===== src/rtl/uart_tx_serializer.sv =====
// UART transmit serializer: one byte per start_uart request, LSB first, 8N1, one-cycle tx_done.
// Optional build macro UART_TX_PARITY_EN inserts an even-parity bit after data bit 7.
module uart_tx_serializer #(
   parameter int CLKS_PER_BIT = 868,
   parameter int CNT_W        = 16
) (
   input  logic       clk,
   input  logic       reset,
   input  logic       start_uart,
   input  logic [7:0] send_data,
   output logic       tx,
   output logic       tx_busy,
   output logic       tx_done
);

`ifdef UART_TX_PARITY_EN
   typedef enum logic [2:0] {IDLE, START, DATA, PARITY, STOP} state_t;
`else
   typedef enum logic [1:0] {IDLE, START, DATA, STOP} state_t;
`endif

   localparam logic [CNT_W-1:0] CNT_LAST = CNT_W'(CLKS_PER_BIT - 1);

   state_t           state_q, state_d;
   logic [CNT_W-1:0] cnt_q, cnt_d;
   logic [2:0]       bit_idx_q, bit_idx_d;
   logic [7:0]       shift_q, shift_d;
   logic             armed_q, armed_d;
   logic             tx_q, tx_d;
   logic             busy_q, busy_d;
   logic             done_q, done_d;
   logic             bit_end;

   assign bit_end = (cnt_q == CNT_LAST);

   always_ff @(posedge clk or negedge reset) begin
      if (!reset) begin
         state_q   <= IDLE;
         cnt_q     <= '0;
         bit_idx_q <= '0;
         shift_q   <= '0;
         armed_q   <= 1'b1;
         tx_q      <= 1'b1;
         busy_q    <= 1'b0;
         done_q    <= 1'b0;
      end else begin
         state_q   <= state_d;
         cnt_q     <= cnt_d;
         bit_idx_q <= bit_idx_d;
         shift_q   <= shift_d;
         armed_q   <= armed_d;
         tx_q      <= tx_d;
         busy_q    <= busy_d;
         done_q    <= done_d;
      end
   end

   // Outputs are registered, so tx_d always carries the level of the bit that starts next cycle.
   always_comb begin
      state_d   = state_q;
      cnt_d     = cnt_q;
      bit_idx_d = bit_idx_q;
      shift_d   = shift_q;
      armed_d   = armed_q | ~start_uart;
      tx_d      = tx_q;
      busy_d    = busy_q;
      done_d    = 1'b0;

      case (state_q)
         IDLE: begin
            tx_d      = 1'b1;
            busy_d    = 1'b0;
            cnt_d     = '0;
            bit_idx_d = '0;
            if (start_uart && armed_q) begin
               shift_d = send_data;
               busy_d  = 1'b1;
               armed_d = 1'b0;
               tx_d    = 1'b0;
               state_d = START;
            end
         end

         START: begin
            cnt_d = bit_end ? '0 : cnt_q + CNT_W'(1);
            if (bit_end) begin
               bit_idx_d = '0;
               tx_d      = shift_q[0];
               state_d   = DATA;
            end
         end

         DATA: begin
            cnt_d = bit_end ? '0 : cnt_q + CNT_W'(1);
            if (bit_end) begin
               if (bit_idx_q == 3'd7) begin
`ifdef UART_TX_PARITY_EN
                  tx_d    = ^shift_q;
                  state_d = PARITY;
`else
                  tx_d    = 1'b1;
                  state_d = STOP;
`endif
               end else begin
                  bit_idx_d = bit_idx_q + 3'd1;
                  tx_d      = shift_q[bit_idx_q + 3'd1];
               end
            end
         end

`ifdef UART_TX_PARITY_EN
         PARITY: begin
            cnt_d = bit_end ? '0 : cnt_q + CNT_W'(1);
            if (bit_end) begin
               tx_d    = 1'b1;
               state_d = STOP;
            end
         end
`endif

         STOP: begin
            cnt_d = bit_end ? '0 : cnt_q + CNT_W'(1);
            // busy stays high through the tx_done cycle; IDLE drops it one cycle later
            if (bit_end) begin
               done_d  = 1'b1;
               tx_d    = 1'b1;
               state_d = IDLE;
            end
         end

         default: begin
            tx_d    = 1'b1;
            busy_d  = 1'b0;
            cnt_d   = '0;
            state_d = IDLE;
         end
      endcase
   end

   assign tx      = tx_q;
   assign tx_busy = busy_q;
   assign tx_done = done_q;

endmodule


===== config.mk =====
export PLATFORM = sky130hd
export DESIGN_NAME = uart_tx_serializer
export DESIGN_NICKNAME = d
export VERILOG_FILES = /design/src/rtl/uart_tx_serializer.sv
export SDC_FILE = /design/constraint.sdc
export NUM_CORES = 1
export LEC_CHECK = 0
export CAP_MARGIN = 20
export CORE_ASPECT_RATIO = 0.75
export CORE_MARGIN = 2
export CORE_UTILIZATION = 51
export CTS_CLUSTER_DIAMETER = 50
export DETAILED_ROUTE_END_ITERATION = 8
export HOLD_SLACK_MARGIN = 0.02
export PLACE_DENSITY = 0.84
export SYNTH_ARGS = -nofsm -noshare
export SYNTH_HDL_FRONTEND = slang
export SYNTH_SLANG_ARGS = --single-unit

===== constraint.sdc =====
create_clock -name clk -period 2 [get_ports clk]
set_input_delay 0.6 -clock clk [delete_from_list [all_inputs] [get_ports clk]]
set_output_delay 0.6 -clock clk [all_outputs]
set_load 0.05 [all_outputs]

==> run metrics, run 1 <==
Post-Route WL=3550 um; achievable frequency=roughly 0.5 GHz; most common cell after layout, fill and taps aside=sky130_fd_sc_hd__dfrtp_1; clock buffer count from CTS=5; period utilisation layout=1.01; core area=3240 um2; top library cells by usage in the layout, fill and taps aside=sky130_fd_sc_hd__dfrtp_1 (31), sky130_fd_sc_hd__nor2_1 (16), sky130_fd_sc_hd__buf_4 (16); I/O pin cnt=14; number of H-tree levels=2; number of maximum-capacitance violations=0; placer congestion estimate=0.839; postcts setup bufs=0; Antenna diodes=0; number of flops mapped to enable cells by yosys=0; die span in x=a little over 70 um; clock tree sinks=33; worst path setup slack after routing=-0.0115 ns; Syn. warnings=0; type of the worst min-delay path=reg2reg; vias post-DR=roughly 1300; CP Data Required Time=approximately 2.2 ns; worst setup timing slack at the placement stage=-0.00161 ns; power density relative to cell area=1270 nW/um2; crit end category=flop; Tot GR Track Use=0.209; initial DRC count=99; RSZ-0062 raised after global routing=yes; routed wire length per instance=15.5 um; status=finished with violations; wire length of the first global-routing pass=about 5700 um; placed wire-length estimate=2610 um; number of register bits inferred by synthesis=33; largest net degree at the start of global routing=34; worst-path fanout max=2; simple logic cell fraction of the synthesized area=0.199; flip-flop cell with the highest count after synthesis=sky130_fd_sc_hd__dfrtp_1; Final Max Slew Viols=0; Worst slew margin=0.722; worst setup path class=reg2reg; clock tree from TritonCTS=done; Total Die Area=3810 um2; share of synthesized cell area in full adder, half adder and majority cells=0.0589; clock period minus final worst setup slack=between 2 and 2.5 ns; via count of the first global-routing pass=1246; Layout Area Growth over Synthesis=24.1%; number of vias per cell after detailed routing=roughly 5.5; Post-Syn Instances=158; Max Root-Sink Buffers=2; overall overflow remaining after global route=0; type of element launching the critical path=flop; first drt pass iteration count=4; transition time of the tightest slew-check pin=0.417 ns; antenna violations before repair=0; dominant combinational cell family by area after synthesis=simple AND/OR/NAND/NOR gates; Final Util=0.650; sequential area share after synthesis=0.487; worst clock skew on the final layout=0.0114 ns; leakage=0.956 nW; distinct cell type count after synthesis=43; DRC violation count after routing=0; I/O Buffers=13; TNS Setup=-0.0115 ns; compound-cell area share of the yosys netlist=0.0692; average instance area after synthesis=roughly 11 um2; Final nets=207; share of synthesized flip-flops with an asynchronous set or reset=1.00; clock slew at reported path FFs=~0.08 ns; net count of the mapped netlist=177; maximum vdd drop=0.767 mV; total standard cell area after synthesis=1700 um2; root buffer selected by CTS=sky130_fd_sc_hd__clkbuf_8; effective utilization at floorplan=0.524; worst-skew pair later-pin latency=just under 0.3 ns; share of cell area taken by muxes after synthesis=0.0957; violations in the final reports=setup timing; synthesized-area fraction occupied by xor and xnor cells=0.0619; Finish-stage setup viols=1; standard-cell row count=18; data arrival time of the worst path=2.18 ns; die boundary height=54.0 um; share of final-layout standard cells stronger than drive strength 1=0.233; post-detailed-route count of antenna-violating nets=0; final-layout fill cell count=253; final-report hold violation count=0
## report_power, final
group	switching, W	internal (W)
Combinational	0.000520	0.000539
Sequential	0.000123	0.000856
Clock	0.000257	0.000373
Total	0.000900	0.00177
## through the flow
step | total power (W) | area [um2] | std cells | hold WS, ns
after floorplan | 0.00166 | 1710 | 158 | 0.304
after global placement | 0.00198 | 1990 | 221 | 0.488
after detailed placement | 0.00205 | 1990 | 221 | 0.497
after CTS | 0.00269 | 2110 | 229 | 0.513
after global routing | 0.00283 | 2110 | 229 | 0.523
final | 0.00267 | 2110 | 229 | 0.514
## path summary, 6_finish.rpt
kind	start	endpoint	slack (ns)	depth (start not counted)
setup / recovery	cnt_q[0]	state_q[1]	-0.01	6
hold / removal	shift_q[7]	shift_q[7]	0.51	1
setup reg to reg	cnt_q[0]	state_q[1]	-0.01	6
hold reg to reg	shift_q[7]	shift_q[7]	0.51	1
max in group asynchronous	reset	armed_q	0.96	2
min in group asynchronous	reset	tx_busy	0.71	2
## cells by family (layout without fill, tap and decap cells)
family | Yosys count | in the layout
AO/OA/AOI/OAI | 16 | 16
XOR/XNOR | 12 | 12
adder cells (fa/ha/maj) | 8 | 8
buffers and inverters | 12 | 43
flip-flops | 33 | 33
multiplexers | 15 | 15
AND/OR/NAND/NOR | 62 | 62
## flip-flops by register name (all words and copies together) (netlist names)
| name | flops |
|---|---|
| tx_done | 1 |
| tx | 1 |
| tx_busy | 1 |
| state_q | 2 |
| shift_q | 8 |
| cnt_q | 16 |
| bit_idx_q | 3 |
| armed_q | 1 |
## cell usage after synthesis, types with 2 or more instances
master,count,area [um2]
sky130_fd_sc_hd__a21boi_0,2,15.0
sky130_fd_sc_hd__a21oi_1,2,10.0
sky130_fd_sc_hd__a22o_1,2,17.5
sky130_fd_sc_hd__and3_1,2,12.5
sky130_fd_sc_hd__buf_2,2,10.0
sky130_fd_sc_hd__clkbuf_1,3,11.3
sky130_fd_sc_hd__dfrtp_1,31,776
sky130_fd_sc_hd__dfstp_2,2,52.6
sky130_fd_sc_hd__ha_1,8,100
sky130_fd_sc_hd__inv_1,7,26.3
sky130_fd_sc_hd__mux2_2,9,101
sky130_fd_sc_hd__mux2i_1,5,50.1
sky130_fd_sc_hd__nand2_1,11,41.3
sky130_fd_sc_hd__nand3_1,8,40.0
sky130_fd_sc_hd__nand4_1,3,18.8
sky130_fd_sc_hd__nor2_1,16,60.1
sky130_fd_sc_hd__nor2b_1,3,18.8
sky130_fd_sc_hd__nor3_1,4,20.0
sky130_fd_sc_hd__o21ai_0,4,20.0
sky130_fd_sc_hd__xnor2_1,6,52.6
sky130_fd_sc_hd__xor2_1,6,52.6
## worst max-delay path, stage by stage, from the launching register on
cell,delay (ns)
sky130_fd_sc_hd__dfrtp_1,0.36
sky130_fd_sc_hd__ha_2,0.18
sky130_fd_sc_hd__or3b_4,0.38
sky130_fd_sc_hd__nor4_4,0.32
sky130_fd_sc_hd__nor2_2,0.08
sky130_fd_sc_hd__a221oi_2,0.23
sky130_fd_sc_hd__mux2_1,0.35
## timing repair
item | CTS | global route
endpoints found under the hold margin | 0 | 0
hold buffers | 0 | 0
pin swaps | 1 | 0
resized for setup | 0 | 0
endpoints found under the setup margin | 1 | 4
## routing by layer
metal | GRT usage | share of wire | routed length, um | up-vias
met5 | 0 | 0 | 0 | -
li1 | - | - | - | 609
met3 | 0.0768 | 0.043 | 153 | 9
met4 | 0.129 | 0.026 | 93 | 0
met1 | 0.242 | 0.45 | 1590 | 605
met2 | 0.341 | 0.48 | 1710 | 38
## final cells by class
cell class	count	area (um2)	share of cell area
multi-input cells	113	828	0.393
clock inverters	3	46.3	0.0220
inverters	7	26.3	0.0125
flip-flops and latches	33	828	0.393
clock buffers	5	68.8	0.0326
repair buffers	28	260	0.123
well taps	40	50.0	0.0237
(Power assumes the default switching activity.)
==> inputs of run 2 (changes only) <==
--- a/config.mk
+++ b/config.mk
@@ -8,10 +8,10 @@
 export CAP_MARGIN = 20
 export CORE_ASPECT_RATIO = 0.75
-export CORE_MARGIN = 2
-export CORE_UTILIZATION = 51
+export CORE_UTILIZATION = 54
+export CTS_BUF_LIST = sky130_fd_sc_hd__clkbuf_4
 export CTS_CLUSTER_DIAMETER = 50
 export DETAILED_ROUTE_END_ITERATION = 8
 export HOLD_SLACK_MARGIN = 0.02
-export PLACE_DENSITY = 0.84
+export PLACE_DENSITY = 0.88
 export SYNTH_ARGS = -nofsm -noshare
 export SYNTH_HDL_FRONTEND = slang
==> constraint.sdc (replaced) <==
create_clock -name clk -period 2 [get_ports clk]
set_input_delay 0.6 -clock clk [delete_from_list [all_inputs] [get_ports clk]]
set_output_delay 0.6 -clock clk [all_outputs]
set_load 0.1 [all_outputs]
==> run 2 against run 1 <==
Compared with the run above:
- the flow still finishes with violations (setup timing)
- clock-buffer cell count grew 3
- global-route usage grew 2.9 points
- sequential share of layout area shrank 0.35 points
- via count shrank 0.24%
- die area shrank 11%
- combinational power grew 15%
- first-iteration DRC count grew 15%
- clock power shrank 36%
- critical path depth is the same
- power shrank 2.2%
- clock skew grew 0.00084 ns
==> run metrics, run 2 (same netlist as run 1, synthesis figures left out) <==
status=finished with violations; violations in the final reports=setup timing; placed inst area=slightly above 2000 um2; initial DRC count=114; RSZ-0062 raised after global routing=yes; worst setup path class=reg2reg; data arrival time of the worst path=2.29 ns; power dissipated by switching net loads=around 0.00096 W; CP Data Required Time=approximately 2.2 ns; crit end category=flop; worst clock skew on the final layout=0.0122 ns; top library cells by usage in the layout, fill and taps aside=sky130_fd_sc_hd__dfrtp_1 (31), sky130_fd_sc_hd__nor2_1 (16), sky130_fd_sc_hd__buf_4 (15); Internal Dissipation=between 0.0015 and 0.002 W; worst path setup slack after routing=-0.0491 ns; power density relative to cell area=approximately 1200 nW/um2; Finish-stage setup viols=1; number of maximum-capacitance violations=0; core area=2960 um2; wire length of the first global-routing pass=5740 um; vias post-DR=about 1300; switching share of power=0.366; Total Die Area=3380 um2; biggest regs=cnt_q: 16 flops, shift_q: 8 flops, bit_idx_q: 3 flops; number of instances in the placed design=approximately 220; clock slew at reported path FFs=0.10 ns; type of the worst min-delay path=reg2reg; type of element launching the critical path=flop; overall overflow remaining after global route=0; proportion of power drawn by combinational gates=0.468; standard-cell row count=17; Max Root-Sink Buffers=2; number of H-tree levels=2; final-report hold violation count=0; area taken by multi-input logic gates=852 um2; post-route standard cell area excluding fillers=2130 um2; leakage=0.967 nW; share of final-layout standard cells stronger than drive strength 1=0.257; clock period minus final worst setup slack=about 2 ns; Final Util=0.719; maximum vdd drop=approximately 1.1 mV; clock tree sinks=33; effective utilization at floorplan=0.575; Antenna diodes=0; Worst slew margin=0.731; number of flip-flops under the largest register name=16; worst-skew pair later-pin latency=roughly 0.35 ns; Tot GR Track Use=0.238; I/O pin cnt=14; most common cell after layout, fill and taps aside=sky130_fd_sc_hd__dfrtp_1; clock buffer count from CTS=5; post-route total power=around 0.0026 W; placed wire-length estimate=~2400 um; number of vias per cell after detailed routing=5.49; Post-Route WL=roughly 3300 um; via count of the first global-routing pass=1328; hold buffer count at CTS=0; DRC violation count after routing=0; share of power burned in the clock network=0.155; transition time of the tightest slew-check pin=0.404 ns; routed wire length per instance=14.4 um; worst-path fanout max=2; first drt pass iteration count=4; Largest Register=cnt_q; Layout Area Growth over Synthesis=25.2%; I/O Buffers=13; placer congestion estimate=between 0.8 and 0.9; period utilisation layout=1.02; Final nets=approximately 210; FF/Latch Area=~830 um2; final-layout fill cell count=roughly 190; root buffer selected by CTS=sky130_fd_sc_hd__clkbuf_4; largest net degree at the start of global routing=34; Final Max Slew Viols=0; die span in x=66.8 um; antenna violations before repair=0; die boundary height=50.6 um; Sequential Power Share=0.377; achievable frequency=0.488 GHz; clock tree from TritonCTS=done; post-detailed-route count of antenna-violating nets=0; Non-Filler Instances=229
## run 2: per-stage QoR
stage	TNS [ns]	setup WS, ns	hold WS [ns]
floorplan	-0.137	-0.137	0.304
global placement	0	0.0620	0.482
detailed placement	-0.0353	-0.0353	0.494
CTS	-0.0150	-0.0150	0.509
global route	-0.206	-0.106	0.536
finish	-0.0491	-0.0491	0.507
## run 2: power groups by stage
stage / logic [W] / registers (W) / clock network [W]
detailed placement: 0.00116 / 0.000996 / 0
global route: 0.00133 / 0.00100 / 0.000440
global placement: 0.00112 / 0.000976 / 0
CTS: 0.00124 / 0.000982 / 0.000409
floorplan: 0.000629 / 0.00110 / 0
finish: 0.00122 / 0.000985 / 0.000404
## run 2: worst paths after layout
check                             end  slack (ns)  startpoint  cells past startpoint
setup / recovery           state_q[1]       -0.05    cnt_q[0]                      6
hold / removal                armed_q        0.51     armed_q                      2
setup reg to reg           state_q[1]       -0.05    cnt_q[0]                      6
hold reg to reg               armed_q        0.51     armed_q                      2
max in group asynchronous          tx        1.03       reset                      2
min in group asynchronous    cnt_q[6]        0.63       reset                      2
## run 2: metal layers
metal,global-route usage,share of wire,up-vias
met5,0,0,-
met4,0.131,0.016,0
met3,0.0705,0.034,7
met2,0.372,0.49,24
met1,0.293,0.46,613
li1,-,-,614
## run 2: area by class of cell
cell class                 count  share of cell area
multi-input combinational    113               0.401
inverter                       7              0.0124
tap                           38              0.0224
sequential                    33               0.389
timing repair buffer          30               0.147
clock buffer                   8              0.0282
## run 2: worst max-delay path, stage by stage, from the launching register on
cell and delay [ns]:
sky130_fd_sc_hd__dfrtp_1 0.36, sky130_fd_sc_hd__ha_2 0.17, sky130_fd_sc_hd__or3b_4 0.38, sky130_fd_sc_hd__nor4_4 0.34
sky130_fd_sc_hd__nor2_2 0.09, sky130_fd_sc_hd__a221oi_2 0.27, sky130_fd_sc_hd__mux2_4 0.34
## run 2: what timing repair did
item / in CTS / in global routing
gates resized for setup: 1 / 3
pin swaps: 1 / 2
setup endpoints to repair: 1 / 9
endpoints found under the hold margin: 0 / 0
buffers inserted: 3 / 0
